**config.mk**
```make
export PLATFORM = sky130hd
export DESIGN_NAME = loc_stepper
export DESIGN_NICKNAME = d
export VERILOG_FILES = /design/src/rtl/loc_pkg.sv /design/src/rtl/move_stack.sv /design/src/rtl/loc_stepper.sv
export SDC_FILE = /design/constraint.sdc
export NUM_CORES = 1
export LEC_CHECK = 0
export ABC_AREA = 1
export CAP_MARGIN = 5
export CORE_ASPECT_RATIO = 0.7
export CORE_MARGIN = 4
export CORE_UTILIZATION = 60
export CTS_CLUSTER_DIAMETER = 30
export DETAILED_ROUTE_END_ITERATION = 6
export PLACE_DENSITY = 0.84
export SETUP_SLACK_MARGIN = 0.02
export SLEW_MARGIN = 40
export SYNTH_ARGS = -nofsm -noshare
export SYNTH_HDL_FRONTEND = slang
export SYNTH_SLANG_ARGS = --single-unit
```
**constraint.sdc**
```tcl
create_clock -name clk -period 7.4 [get_ports clk]
set_input_delay 1.48 -clock clk [delete_from_list [all_inputs] [get_ports clk]]
set_output_delay 1.48 -clock clk [all_outputs]
set_load 0.01 [all_outputs]
```
**src/rtl/loc_pkg.sv**
```systemverilog
// Shared encodings for the location stepper: command ops, move directions, FSM states
// and the small direction-decode helpers.
package loc_pkg;

   typedef enum logic [1:0] {
      OP_LOAD  = 2'b00,
      OP_MOVE  = 2'b01,
      OP_BACK  = 2'b10,
      OP_CLEAR = 2'b11
   } op_e;

   typedef enum logic [1:0] {
      DIR_YDN = 2'b00,
      DIR_XUP = 2'b01,
      DIR_XDN = 2'b10,
      DIR_YUP = 2'b11
   } dir_e;

   typedef enum logic [1:0] {
      ST_UNLOADED = 2'b00,
      ST_IDLE     = 2'b01,
      ST_POP      = 2'b10
   } state_e;

   // Encodings are chosen so that odd parity means the X axis and bit 0 gives the sign.
   function automatic logic dir_axis_x(input logic [1:0] dir);
      return ^dir;
   endfunction

   function automatic logic [1:0] dir_inverse(input logic [1:0] dir);
      return ~dir;
   endfunction

endpackage

```
**src/rtl/move_stack.sv**
```systemverilog
// Move-history storage: DEPTH x 2-bit RAM, one write port, one registered read port.
// The array carries no reset; only the pointer logic in the parent is reset.
module move_stack #(
   parameter int DEPTH = 16,
   parameter int PTR_W = 4
) (
   input  logic             clk,
   input  logic             i_we,
   input  logic [PTR_W-1:0] i_waddr,
   input  logic [1:0]       i_wdata,
   input  logic             i_re,
   input  logic [PTR_W-1:0] i_raddr,
   output logic [1:0]       o_rdata
);

   logic [1:0] r_mem [DEPTH];
   logic [1:0] r_rdata;

   always_ff @(posedge clk) begin
      if (i_we) begin
         r_mem[i_waddr] <= i_wdata;
      end
      if (i_re) begin
         r_rdata <= r_mem[i_raddr];
      end
   end

   assign o_rdata = r_rdata;

endmodule

```
**src/rtl/loc_stepper.sv**
```systemverilog
// Current {X,Y} location register with bounded one-step moves and a LIFO move history
// that lets the maze controller backtrack by popping and applying the inverse step.
module loc_stepper
   import loc_pkg::*;
#(
   parameter  int COORD_W = 4,
   parameter  int DEPTH   = 16,
   localparam int PTR_W   = $clog2(DEPTH)
) (
   input  logic                 clk,
   input  logic                 rst,
   input  logic                 cmd_valid,
   output logic                 cmd_ready,
   input  logic [1:0]           cmd_op,
   input  logic [1:0]           cmd_dir,
   input  logic [2*COORD_W-1:0] load_loc,
   output logic [2*COORD_W-1:0] cur_loc,
   output logic                 loc_valid,
   output logic                 at_origin,
   output logic [PTR_W:0]       depth,
   output logic                 full,
   output logic                 empty,
   output logic                 err
);

   localparam logic [PTR_W:0] DEPTH_FULL = (PTR_W+1)'(DEPTH);
   localparam logic [PTR_W:0] DEPTH_ONE  = (PTR_W+1)'(1);

   state_e               r_state, w_state_nxt;
   logic [2*COORD_W-1:0] r_loc, w_loc_nxt;
   logic                 r_loc_valid, w_loc_valid_nxt;
   logic [PTR_W:0]       r_depth, w_depth_nxt;
   logic                 r_err, w_err_nxt;

   op_e                  w_op;
   logic                 w_xfer, w_full, w_empty, w_push, w_pop_rd;
   logic [PTR_W:0]       w_depth_inc, w_depth_dec;
   logic [1:0]           w_pop_dir, w_step_dir;
   logic                 w_axis_x;
   logic [COORD_W-1:0]   w_coord;
   logic [COORD_W:0]     w_coord_sum;
   logic                 w_step_oob;
   logic [2*COORD_W-1:0] w_step_loc;

   assign w_op        = op_e'(cmd_op);
   assign w_xfer      = cmd_valid && cmd_ready;
   assign w_full      = (r_depth == DEPTH_FULL);
   assign w_empty     = (r_depth == '0);
   assign w_depth_inc = r_depth + DEPTH_ONE;
   assign w_depth_dec = r_depth - DEPTH_ONE;

   // In POP the stepper reuses the same adder to apply the inverse of the popped move.
   assign w_step_dir = (r_state == ST_POP) ? dir_inverse(w_pop_dir) : cmd_dir;
   assign w_axis_x   = dir_axis_x(w_step_dir);

   // One-step adder on the selected coordinate; the extra MSB flags over/underflow.
   always_comb begin
      w_coord    = w_axis_x ? r_loc[2*COORD_W-1:COORD_W] : r_loc[COORD_W-1:0];
      w_step_loc = r_loc;
      if (w_step_dir[0]) begin
         w_coord_sum = {1'b0, w_coord} + {{COORD_W{1'b0}}, 1'b1};
      end else begin
         w_coord_sum = {1'b0, w_coord} - {{COORD_W{1'b0}}, 1'b1};
      end
      w_step_oob = w_coord_sum[COORD_W];
      if (w_axis_x) begin
         w_step_loc[2*COORD_W-1:COORD_W] = w_coord_sum[COORD_W-1:0];
      end else begin
         w_step_loc[COORD_W-1:0] = w_coord_sum[COORD_W-1:0];
      end
   end

   // Next-state and datapath update; any rejected transfer only raises err.
   always_comb begin
      w_state_nxt     = r_state;
      w_loc_nxt       = r_loc;
      w_loc_valid_nxt = r_loc_valid;
      w_depth_nxt     = r_depth;
      w_err_nxt       = 1'b0;
      w_push          = 1'b0;
      w_pop_rd        = 1'b0;
      case (r_state)
         ST_UNLOADED: begin
            if (w_xfer) begin
               if (w_op == OP_LOAD) begin
                  w_loc_nxt       = load_loc;
                  w_loc_valid_nxt = 1'b1;
                  w_depth_nxt     = '0;
                  w_state_nxt     = ST_IDLE;
               end else begin
                  w_err_nxt = 1'b1;
               end
            end else begin
               w_state_nxt = ST_UNLOADED;
            end
         end
         ST_IDLE: begin
            if (w_xfer) begin
               case (w_op)
                  OP_LOAD: begin
                     w_loc_nxt   = load_loc;
                     w_depth_nxt = '0;
                  end
                  OP_MOVE: begin
                     if (w_step_oob || w_full) begin
                        w_err_nxt = 1'b1;
                     end else begin
                        w_loc_nxt   = w_step_loc;
                        w_depth_nxt = w_depth_inc;
                        w_push      = 1'b1;
                     end
                  end
                  OP_BACK: begin
                     if (w_empty) begin
                        w_err_nxt = 1'b1;
                     end else begin
                        w_pop_rd    = 1'b1;
                        w_state_nxt = ST_POP;
                     end
                  end
                  OP_CLEAR: begin
                     w_depth_nxt = '0;
                  end
                  default: begin
                     w_err_nxt = 1'b1;
                  end
               endcase
            end else begin
               w_state_nxt = ST_IDLE;
            end
         end
         ST_POP: begin
            w_loc_nxt   = w_step_loc;
            w_depth_nxt = w_depth_dec;
            w_state_nxt = ST_IDLE;
         end
         default: begin
            w_state_nxt = ST_UNLOADED;
         end
      endcase
   end

   always_ff @(posedge clk or posedge rst) begin
      if (rst) begin
         r_state     <= ST_UNLOADED;
         r_loc       <= '0;
         r_loc_valid <= 1'b0;
         r_depth     <= '0;
         r_err       <= 1'b0;
      end else begin
         r_state     <= w_state_nxt;
         r_loc       <= w_loc_nxt;
         r_loc_valid <= w_loc_valid_nxt;
         r_depth     <= w_depth_nxt;
         r_err       <= w_err_nxt;
      end
   end

   move_stack #(
      .DEPTH (DEPTH),
      .PTR_W (PTR_W)
   ) u_move_stack (
      .clk     (clk),
      .i_we    (w_push),
      .i_waddr (r_depth[PTR_W-1:0]),
      .i_wdata (cmd_dir),
      .i_re    (w_pop_rd),
      .i_raddr (w_depth_dec[PTR_W-1:0]),
      .o_rdata (w_pop_dir)
   );

   assign cmd_ready = (r_state != ST_POP);
   assign cur_loc   = r_loc;
   assign loc_valid = r_loc_valid;
   assign at_origin = (r_loc == '0);
   assign depth     = r_depth;
   assign full      = w_full;
   assign empty     = w_empty;
   assign err       = r_err;

endmodule

```
==> metrics.txt <==
global route overflow=0; Die Y=67.69 um; Final HPWL DP=5445 um; fin nets=416; # hold bufs at CTS=0; Cell Rows=21; top sig layer=met4; crit-path max cell delay=770 ps; all-layer global routing usage=24.65%; fin util=72.97%; reg2reg path depth=19; PortBufs=33; CORE AREA=approximately 4900 um2; met1 WL=3219 um; Worst setup SP type=input port; initial core utilization=between 60% and 70%; metal2 WL=3234 um; final RePlAce weighted congestion=0.9358; die area=approximately 6300 um2; worst path required time=7390 ps; cell with the most instances on the worst path=nand2_1; Fin Setup TNS=0 ps; vias=2545; IR drop worst, VDD=0.2477 mV; worst slew pin tran=a little over 700 ps; reg2reg end=u_move_stack.r_mem[14][0]$_DFFE_PP_; length of routed met3 wiring=approximately 770 um; Reg clk slew, reported paths=90 ps; commonest cells after routing, fill and taps aside=nand2_1, nor2_1, inv_1; CP Capture Point=u_move_stack.r_mem[14][0]$_DFFE_PP_; Final Instance Count excl. Fillers=455; initial antenna violation count=0; Avg Cell Area, Syn=8.628 um2; # IOs=34; highest clock rate=0.2017 GHz; Worst Setup SP=cmd_dir[0]; Netlist Area Pre-Place=roughly 3100 um2; min cycle time layout=4957 ps; Critical Path Fanout Max=18; worst skew pair latency=300 ps; chip width=93.28 um; drt pass-1 iters=5; Leakage=roughly 1.5 nW; critical path data arrival time=4950 ps; number of global-route vias before repair=2398; final setup skew=5.946 ps; routed vias/inst=5.593; launch point of the worst reg-to-reg path=r_state[0]$_DFFE_PP0P_; violation count after the first detailed-route iteration=325; Post-Place Cells=447; Fin. Hold Viols=0; number of diodes=0; slew margin rel.=51.76%; run status=finished clean; cells along the critical path=clkdlybuf4s50_1 -> o21ai_2 -> nand2_1 -> nand2_2 -> inv_1 -> nand2_1 -> nand2_1 -> fa_1 -> inv_1 -> nand4_1 -> nand2_1 -> nand2_1 -> nand2_2 -> nand2_4 -> nor3_4 -> nand2_1 -> nor2_1; max-slew violation count=0; crit end category=register; clock root buffer=clkbuf_8; flops & latches, synth=between 50 and 60; share of cells above drive strength 1=under 10%; WL final=just over 7000 um; Post-CTS Setup Bufs=0; Final ANT Viol Nets=0; area growth from synthesis to final layout=16.14%; clk buf depth=2; setup slack, reg-to-reg=approximately 3700 ps; CTS Buf Count=5; yosys warns=0; CTS tree=yes; Seq/Total Area, Yosys=47.36%; number of remaining DRC errors=0; PD cells=around 400 nW/um2; largest net degree at the start of global routing=22; H-tree depth=2; post-synth cell types=35; first-pass GRT wire length=11870 um; class of the worst hold path=register to register; Max Cap Viol=0; post-synthesis net count=385; overall power=1.411 mW; RSZ-0062 raised after global routing=no; endpoints failing setup=0; commonest non-fill, non-tap cell in the layout=nand2_1; post-CTS sizing=0; WL/cell=about 16 um; fin crit share=between 60% and 70%; Mapped Cells=354; critical path class=input port to register; CP max stage cell=clkdlybuf4s50_1; CTS sink cnt=51
==> how the worst min path moves through the flow <==
stage,depth (start not counted),endpoint,from
floorplan,1,loc_valid$_DFFE_PP0P_,loc_valid$_DFFE_PP0P_
global placement,1,loc_valid$_DFFE_PP0P_,loc_valid$_DFFE_PP0P_
detailed placement,1,loc_valid$_DFFE_PP0P_,loc_valid$_DFFE_PP0P_
CTS,1,loc_valid$_DFFE_PP0P_,loc_valid$_DFFE_PP0P_
global route,1,loc_valid$_DFFE_PP0P_,loc_valid$_DFFE_PP0P_
finish,1,loc_valid$_DFFE_PP0P_,loc_valid$_DFFE_PP0P_
==> synth_stat cells <==
cell	count	area share, %
mux2i_1	2	0.66
nand2_1	69	8.5
fa_1	1	0.66
or4_1	1	0.25
o21ai_1	5	0.82
xor2_1	3	0.86
a22oi_1	4	0.98
buf_6	1	0.37
o21ai_0	32	5.2
ha_1	15	6.1
inv_1	48	5.9
dfrtp_1	17	14
nand3_4	1	0.57
nand3_1	10	1.6
clkbuf_1	8	0.98
nor3_4	1	0.53
o21bai_1	1	0.25
nor4_1	2	0.41
xnor2_1	2	0.57
clkinv_1	2	0.25
o32ai_1	6	1.7
nand3_2	1	0.33
o221ai_1	2	0.57
a21oi_1	7	1.1
o21a_1	1	0.25
nand2_4	2	0.74
nor3_1	1	0.16
nor2_1	52	6.4
nand2_2	6	1.2
o21ai_2	9	2.6
nor2_4	1	0.37
o22ai_1	2	0.41
o211ai_1	4	0.98
edfxtp_1	34	33
nand4_1	1	0.20
==> through the flow <==
step	hold WS (ps)	instance area (um2)	worst slack, ps
after floorplan	513.4	3054	3429
after global placement	469.0	3430	2438
after detailed placement	479.0	3430	2171
after CTS	508.8	3547	2508
after global routing	524.9	3547	2043
final	509.8	3547	2443
==> area by class of cell <==
type | count | area (um2)
Sequential cell | 51 | 1446
Multi-Input combinational cell | 244 | 1379
Clock buffer | 6 | 82.58
Timing Repair Buffer | 33 | 330.3
Tap cell | 69 | 86.33
Inverter | 50 | 187.7
Fill cell | 362 | 1314
Clock inverter | 2 | 35.03
==> sequential cells by signal, indices dropped and copies added (netlist names) <==
name                  cells
loc_valid                 1
r_state                   2
u_move_stack.o_rdata      2
cur_loc                   8
depth                     5
u_move_stack.r_mem       32
err                       1
==> kinds of logic after synthesis <==
family,Yosys count,synth area share [%]
AOI/OAI and AO/OA,73,14.95
xor gates and xnor gates,5,1.434
adders and majority gates,16,6.801
buffers and inverters,59,7.497
DFF,51,47.36
muxes,2,0.6555
and+or+nand+nor,148,21.30
==> metal layers <==
| metal | vias up | track usage, % |
|---|---|---|
| met1 | 1160 | 35.78 |
| met5 | - | 0 |
| li1 | 1235 | - |
| met2 | 143 | 37.67 |
| met3 | 7 | 6.459 |
| met4 | 0 | 4.570 |
==> where the power goes <==
part           internal (mW)  switching, mW  leakage, nW
clock                  0.109         0.0893       0.0612
combinational          0.295          0.510        0.904
sequential             0.351         0.0558        0.524
==> critical path, delay by kind of cell <==
kind / cells / cell delay (ps)
adder cells (fa/ha/maj): 1 / 350
buffers and inverters: 3 / 1070
AND/OR/NAND/NOR: 12 / 1550
AO/OA/AOI/OAI: 1 / 480
Note: power is estimated with default switching activity, not from simulation.
